`config.mk`:
```
export PLATFORM = sky130hd
export DESIGN_NAME = param_delay_line
export DESIGN_NICKNAME = d
export VERILOG_FILES = /design/src/rtl/delay_pkg.sv /design/src/rtl/delay_stage.sv /design/src/rtl/param_delay_line.sv
export SDC_FILE = /design/constraint.sdc
export NUM_CORES = 1
export LEC_CHECK = 0
export CAP_MARGIN = 10
export CORE_AREA = 2 2 39 41
export CTS_CLUSTER_SIZE = 14
export DETAILED_ROUTE_END_ITERATION = 12
export DIE_AREA = 0 0 41 43
export GPL_TIMING_DRIVEN = 0
export PLACE_DENSITY = 0.68
export SETUP_SLACK_MARGIN = 0.1
export SLEW_MARGIN = 20
export SYNTH_ARGS = -nofsm -noshare
export SYNTH_HDL_FRONTEND = slang
export SYNTH_HIERARCHICAL = 1
export SYNTH_SLANG_ARGS = --single-unit
```
`constraint.sdc`:
```
create_clock -name sys_clk -period 1.2 [get_ports sys_clk]
set_input_delay 0.12 -clock sys_clk [delete_from_list [all_inputs] [get_ports sys_clk]]
set_output_delay 0.12 -clock sys_clk [all_outputs]
set_load 0.01 [all_outputs]
```
`src/rtl/delay_pkg.sv`:
```
// Shared constants and helpers for the parameterised delay line.
package delay_pkg;

  localparam int unsigned DEPTH_MAX = 64;
  localparam int unsigned WIDTH_MAX = 64;

  // Ceiling log2; returns 0 for inputs of 0 or 1.
  function automatic int unsigned clog2(input int unsigned value);
    int unsigned result;
    result = 0;
    for (int i = 0; i < 32; i++) begin
      if ((64'(1) << i) < 64'(value)) begin
        result = i + 1;
      end
    end
    return result;
  endfunction

endpackage

```
`src/rtl/delay_stage.sv`:
```
// One pipeline stage: a W-bit register with shift enable and synchronous clears.
module delay_stage #(
  parameter int unsigned W = 3
) (
  input  logic         sys_clk_i,
  input  logic         sys_rst_i,
  input  logic         ce_i,
  input  logic         flush_i,
  input  logic [W-1:0] d_i,
  output logic [W-1:0] q_o
);

  logic [W-1:0] q_d, q_q;

  always_comb begin
    q_d = q_q;
    if (flush_i) begin
      q_d = '0;
    end else if (ce_i) begin
      q_d = d_i;
    end
  end

  always_ff @(posedge sys_clk_i) begin
    if (sys_rst_i) begin
      q_q <= '0;
    end else begin
      q_q <= q_d;
    end
  end

  assign q_o = q_q;

endmodule

```
`src/rtl/param_delay_line.sv`:
```
// Shift-register delay line with a runtime-selectable tap, valid tracking and fill counter.
module param_delay_line
  import delay_pkg::*;
#(
  parameter int unsigned WIDTH = 2,
  parameter int unsigned DEPTH = 2,
  parameter int unsigned SEL_W = clog2(DEPTH + 1)
) (
  input  logic             sys_clk,
  input  logic             sys_rst,
  input  logic             ce,
  input  logic             flush,
  input  logic [WIDTH-1:0] in,
  input  logic             in_valid,
  input  logic [SEL_W-1:0] tap_sel,
  output logic [WIDTH-1:0] out,
  output logic             out_valid,
  output logic [SEL_W-1:0] fill_cnt,
  output logic             primed
);

  localparam logic [SEL_W-1:0] DepthSel = SEL_W'(DEPTH);

  // Each stage word carries the valid bit in its MSB.
  logic [WIDTH:0] stage_q [DEPTH];

  for (genvar i = 0; i < DEPTH; i++) begin : g_stage
    logic [WIDTH:0] stage_d;
    if (i == 0) begin : g_head
      assign stage_d = {in_valid, in};
    end else begin : g_body
      assign stage_d = stage_q[i-1];
    end

    delay_stage #(
      .W(WIDTH + 1)
    ) u_stage (
      .sys_clk_i(sys_clk),
      .sys_rst_i(sys_rst),
      .ce_i     (ce),
      .flush_i  (flush),
      .d_i      (stage_d),
      .q_o      (stage_q[i])
    );
  end

  logic [SEL_W-1:0] fill_cnt_d, fill_cnt_q;

  always_comb begin
    fill_cnt_d = fill_cnt_q;
    if (flush) begin
      fill_cnt_d = '0;
    end else if (ce && in_valid && (fill_cnt_q < DepthSel)) begin
      fill_cnt_d = fill_cnt_q + SEL_W'(1);
    end
  end

  always_ff @(posedge sys_clk) begin
    if (sys_rst) begin
      fill_cnt_q <= '0;
    end else begin
      fill_cnt_q <= fill_cnt_d;
    end
  end

  logic [SEL_W-1:0] tap_eff;
  logic [SEL_W-1:0] tap_idx;
  logic [WIDTH:0]   sel_word;

  always_comb begin
    tap_eff = tap_sel;
    if (tap_sel == '0) begin
      tap_eff = SEL_W'(1);
    end else if (tap_sel > DepthSel) begin
      tap_eff = DepthSel;
    end
  end

  assign tap_idx = tap_eff - SEL_W'(1);

  // Read-only mux over the stage registers; the input never reaches out combinationally.
  always_comb begin
    sel_word = '0;
    for (int i = 0; i < int'(DEPTH); i++) begin
      if (tap_idx == SEL_W'(i)) begin
        sel_word = stage_q[i];
      end
    end
  end

  assign out       = sel_word[WIDTH-1:0];
  assign out_valid = sel_word[WIDTH];
  assign fill_cnt  = fill_cnt_q;
  assign primed    = (fill_cnt_q >= tap_eff);

endmodule

```
==> results_dict.tcl, run 1 <==
set metrics [dict create \
    status "finished, violations left" \
    violations "setup timing" \
    seq_area_frac_synth 0.408 \
    ir_drop_mv 0.499 \
    dieWidth_um 41 \
    io_buffers 13 \
    vias 345 \
    tritoncts "done" \
    area_growth_pct 58.9 \
    syn_inst 36 \
    cts-root-buf "clkbuf_4" \
    total_power_mw 0.599 \
    htree_levels 1 \
    finalInstanceArea_sq_um 624 \
    cp-end-kind "output port" \
    yosysTopAreaCell "dfxtp_1" \
    core_sq_um 1380 \
    cp-start-kind "input port" \
    regArea_sq_um 171 \
    fp.dieH_um 43 \
    ctsHoldBuffers 0 \
    drive_gt1_frac 0.464 \
    setup_slack_ps -175 \
    drt_pre_antenna_iters 4 \
    grt-ovfl-total 0 \
    place_area_sq_um 547 \
    worstPathArrival_ps 1260 \
    cpPeakStageDelay_ps 360 \
    dr.first_iter.drc_count 10 \
    synth_common_cells "dfxtp_1, nor3_1, mux2i_1" \
    clk_pin_slew_ps 50 \
    max_freq_mhz 727 \
    rsz0062_at_grt "yes" \
    syn_area_sq_um 393 \
    worst_clock_skew_ps 0.0763 \
    clock_latency_ps 250 \
    numCtsBuffers 3 \
    syn_nets 47 \
    grt_pass1_wl_mm 1.39 \
    post-place-ws_ps -698 \
    nFillCells 141 \
    p_leak_nw 0.298 \
    post_drt_wl_per_cell_um 11.8 \
    die_area_sq_um 1760 \
    cts_sinks 8 \
    final_core_utilization 0.451 \
    path_class "input port to output port" \
    setup_violations 1 \
    cp_cell_sequence "dlygate4sd2_1 -> inv_1 -> ha_4 -> nand2b_4 -> a21o_1 -> buf_2" \
    worst_slew_pin_slew_ps 469 \
    io_pins 15 \
    synth_edf_count 0 \
    synth_cell_type_count 13 \
    final.period_utilization 1.15 \
    dp.cells 65 \
    slowest_stage "dlygate4sd2_1" \
    hold_class "input port to flip-flop" \
    hold_ws_ps 517 \
    nets 68 \
    synthArstFlopShare 0 \
    fin_crit_ps 1380 \
    cp.required_ps 1080 \
    antenna_found_initial 0 \
    fin_tns_setup_ps -175 \
    grt_max_degree 10 \
    hold_viol 0 \
    yosys_most_used_dff "dfxtp_1" \
    cap_violations 0 \
    multi_input_area_sq_um 253 \
    slew_headroom 0.687 \
    synth_top_area_share 0.408 \
    route.detailed.drc 0 \
    gp_congestion 0.606 \
    rows 14 \
    antenna_cells 0 \
    layoutNonFillerInstCount 72 \
    synth_warnings 6 \
    initial_core_util 0.284 \
    wl_um 848 \
    drtAntennaViolNets 0 \
    synth-seq-cells 8 \
    routed_via_density 4.79 \
    drv_slew 0 \
    p_per_area_nw_per_um2 960 \
    cp_max_fo 5 \
    track_usage 0.124 \
    hpwl_um 511 \
    synth_area_leaders "dfxtp_1, mux2i_1, nor3_1" \
    avgSynthCellArea_sq_um 10.9 \
    grt_pass1_vias 344 \
    clockBufferDepth 2 \
]
-- placed cells by master (no fill, tap or decap), types with 2 or more instances in the layout --
cell type | synthesis | layout
nor3_1 | 8 | 8
mux2i_1 | 6 | 6
inv_1 | 3 | 2
buf_6 | 0 | 3
buf_4 | 0 | 3
dlygate4sd2_1 | 0 | 3
mux2_4 | 1 | 4
clkbuf_4 | 0 | 3
clkdlybuf4s50_1 | 0 | 5
dfxtp_2 | 0 | 6
-- path summary, 6_finish.rpt --
| kind | from | endpoint | slack (ps) | cells past startpoint |
|---|---|---|---|---|
| worst min register to register | g_stage[1].u_stage/q_o[1]$_SDFFE_PP0P_ | g_stage[1].u_stage/q_o[1]$_SDFFE_PP0P_ | 520 | 2 |
| worst min-delay path | in[1] | g_stage[0].u_stage/q_o[1]$_SDFFE_PP0P_ | 520 | 3 |
| worst max register to register | fill_cnt[0]$_SDFFE_PP0P_ | fill_cnt[0]$_SDFFE_PP0P_ | 220 | 3 |
| worst max-delay path | tap_sel[1] | primed | -180 | 6 |
-- repair_timing --
action	4_1_cts	5_1_grt
resized for setup	27	10
endpoints found under the hold margin	0	0
endpoints found under the setup margin	7	6
pin swaps	2	1
setup buffers	2	1
-- logic make-up after synthesis --
group	Yosys count	share of synthesized area
AO/OA/AOI/OAI	2	0.0350
adder cells (fa/ha/maj)	2	0.0637
flip-flops	8	0.408
AND/OR/NAND/NOR	11	0.188
multiplexers	10	0.277
buffers and inverters	3	0.0287
-- cell type report --
| cell class | instances | area share |
|---|---|---|
| clock buffers | 4 | 0.0421 |
| inverters | 3 | 0.0180 |
| multi-input cells | 25 | 0.405 |
| flip-flops and latches | 8 | 0.275 |
| well taps | 16 | 0.0321 |
| repair buffers | 16 | 0.228 |
-- report_power, final --
part	leakage [nW]	total, mW	switching [mW]	internal [mW]
clock network	0.0150	0.222	0.0945	0.127
registers	0.0685	0.274	0.00356	0.271
logic	0.214	0.103	0.0441	0.0589
-- state kept, by name (all words and copies together) (netlist names) --
name                 count
g_stage.u_stage/q_o      6
fill_cnt                 2
-- per-layer routing --
layer  GRT usage  wire, um  up-vias
met4       0.100        12        0
met5           0         0        -
met2       0.163       392       14
met1       0.142       375      157
li1            -         -      172
met3      0.0628        68        2
-- worst max-delay path, delay by kind of cell --
| kind | cells | cell delay [ps] |
|---|---|---|
| AO/OA/AOI/OAI | 1 | 150 |
| buffers and inverters | 3 | 620 |
| adder cells (fa/ha/maj) | 1 | 250 |
| AND/OR/NAND/NOR | 1 | 130 |
Note: power is estimated with default switching activity, not from simulation.
==> run 2: changes to the inputs <==
--- a/config.mk
+++ b/config.mk
@@ -5,7 +5,7 @@
 export SDC_FILE = /design/constraint.sdc
 export NUM_CORES = 1
 export LEC_CHECK = 0
-export CAP_MARGIN = 10
+export CAP_MARGIN = 20
 export CORE_AREA = 2 2 39 41
 export CTS_CLUSTER_SIZE = 14
 export DETAILED_ROUTE_END_ITERATION = 12
@@ -18,3 +18,4 @@
 export SYNTH_HDL_FRONTEND = slang
 export SYNTH_HIERARCHICAL = 1
 export SYNTH_SLANG_ARGS = --single-unit
+export TNS_END_PERCENT = 50
==> constraint.sdc (replaced) <==
create_clock -name sys_clk -period 1.6 [get_ports sys_clk]
set_input_delay 0.16 -clock sys_clk [delete_from_list [all_inputs] [get_ports sys_clk]]
set_output_delay 0.16 -clock sys_clk [all_outputs]
set_load 0.01 [all_outputs]
==> results_dict.tcl, run 2 (same netlist as run 1, synthesis figures left out) <==
set metrics [dict create \
    route.detailed.drc 0 \
    clockBufferDepth 2 \
    cap_violations 0 \
    clock_latency_ps 250 \
    area_growth_pct 47.1 \
    dieWidth_um 41 \
    cts_sinks 8 \
    hold_viol 0 \
    worst_clock_skew_ps 0.0379 \
    worstPathArrival_ps 1320 \
    cp-start-kind "flip-flop" \
    p_clk_frac 0.353 \
    grt_pass1_vias 279 \
    drv_slew 0 \
    io_buffers 13 \
    cp_cell_sequence "mux2_1 -> clkdlybuf4s50_1" \
    largest_reg_flops 6 \
    drive_gt1_frac 0.189 \
    die_area_sq_um 1760 \
    fp.dieH_um 43 \
    cp_max_fo 3 \
    cts-root-buf "clkbuf_4" \
    worst_slew_pin_slew_ps 465 \
    antenna_cells 0 \
    comb_power_share 0.164 \
    p_per_area_nw_per_um2 738 \
    grt_max_degree 10 \
    fin_crit_ps 1480 \
    status "complete, no violations" \
    drt_pre_antenna_iters 4 \
    ctsHoldBuffers 0 \
    gp_congestion 0.613 \
    slowest_stage "clkdlybuf4s50_1" \
    finalInstanceArea_sq_um 578 \
    rows 14 \
    p_int_mw 0.330 \
    seqPwrFrac 0.484 \
    track_usage 0.0988 \
    cpLargestDelayFamily "buffers and inverters" \
    cp-end-kind "output port" \
    post-place-ws_ps -424 \
    slew_headroom 0.689 \
    antenna_found_initial 0 \
    mostFrequentLayoutCell "clkdlybuf4s50_1" \
    grt_pass1_wl_mm 1.12 \
    numCtsBuffers 3 \
    ir_drop_mv 0.288 \
    path_class "flip-flop to output port" \
    wl_um 752 \
    rsz0062_at_grt "yes" \
    final_cell_mix "clkdlybuf4s50_1, nor3_1, dfxtp_1" \
    setup_slack_ps 121 \
    setup_violations 0 \
    cpPeakStageDelay_ps 480 \
    switchingPower_mw 0.0966 \
    clk_pin_slew_ps 50 \
    nets 66 \
    vias 338 \
    core_sq_um 1380 \
    hpwl_um 548 \
    max_freq_mhz 676 \
    p_leak_nw 0.279 \
    hold_class "flip-flop to flip-flop" \
    initial_core_util 0.284 \
    place_area_sq_um 543 \
    swShare 0.227 \
    drtAntennaViolNets 0 \
    crit_buf_inv 1 \
    cp.required_ps 1440 \
    io_pins 15 \
    htree_levels 1 \
    post_drt_wl_per_cell_um 10.9 \
    dr.first_iter.drc_count 7 \
    grt-ovfl-total 0 \
    final.period_utilization 0.924 \
    routed_via_density 4.90 \
    tritoncts "done" \
]
## run 2: cell count changes in the layout (fill, tap and decap cells not counted), moves of 2 or more
cell	change
mux2_1	+2
dfxtp_2	-5
buf_4	-2
dlygate4sd2_1	-2
mux2_4	-3
clkdlybuf4s50_1	+5
buf_6	-3
dfxtp_1	+6
## run 2: final cells by class
cell class / count / area (sq um)
repair buffers: 14 / 134
multi-input cells: 25 / 229
well taps: 16 / 20.0
flip-flops and latches: 8 / 161
inverters: 3 / 11.3
fillers: 145 / 806
clock buffers: 3 / 22.5
## run 2: repair_timing
| item | in CTS | in global routing |
|---|---|---|
| pin swaps | 0 | 1 |
| setup buffers | 1 | 0 |
| resized for setup | 6 | 2 |
| endpoints found under the setup margin | 4 | 4 |
## run 2: per-stage QoR
step / total power [mW] / instances / setup TNS, ps / utilization / hold WS (ps)
floorplan: 0.236 / 36 / 0 / - / 237
CTS: 0.432 / 69 / 0 / 0.410 / 524
global placement: 0.278 / 65 / -861 / 0.392 / 508
detailed placement: 0.278 / 65 / -807 / 0.392 / 513
finish: 0.426 / 69 / 0 / 0.418 / 522
global route: 0.452 / 69 / 0 / 0.418 / 541
## run 2: final timing paths
kind,from,to,slack (ps),cells past startpoint
setup reg to reg,fill_cnt[0]$_SDFFE_PP0P_,fill_cnt[0]$_SDFFE_PP0P_,650,3
setup / recovery,g_stage[0].u_stage/q_o[0]$_SDFFE_PP0P_,out[0],120,2
hold reg to reg,g_stage[1].u_stage/q_o[1]$_SDFFE_PP0P_,g_stage[1].u_stage/q_o[1]$_SDFFE_PP0P_,520,2
hold / removal,g_stage[1].u_stage/q_o[1]$_SDFFE_PP0P_,g_stage[1].u_stage/q_o[1]$_SDFFE_PP0P_,520,2
## run 2: power groups by stage
stage          combinational, mW  clock [mW]  sequential (mW)
2_1_floorplan             0.0249           0            0.211
3_5_place_dp              0.0670           0            0.211
5_1_grt                   0.0760       0.170            0.206
6_report                  0.0698       0.150            0.206
3_3_place_gp              0.0670           0            0.211
4_1_cts                   0.0669       0.159            0.206
## run 2: metal layers
layer / part of all wire / global-route usage / wire length, um
met5: 0 / 0 / 0
met4: 0.012 / 0.100 / 9
met3: 0.073 / 0.0314 / 55
met2: 0.45 / 0.125 / 339
met1: 0.46 / 0.121 / 348
## run 2: worst reg2reg max path: stages, from the launching register on
cell	delay, ps
dfxtp_2	310
buf_4	140
nor3b_1	130
mux2_4	260
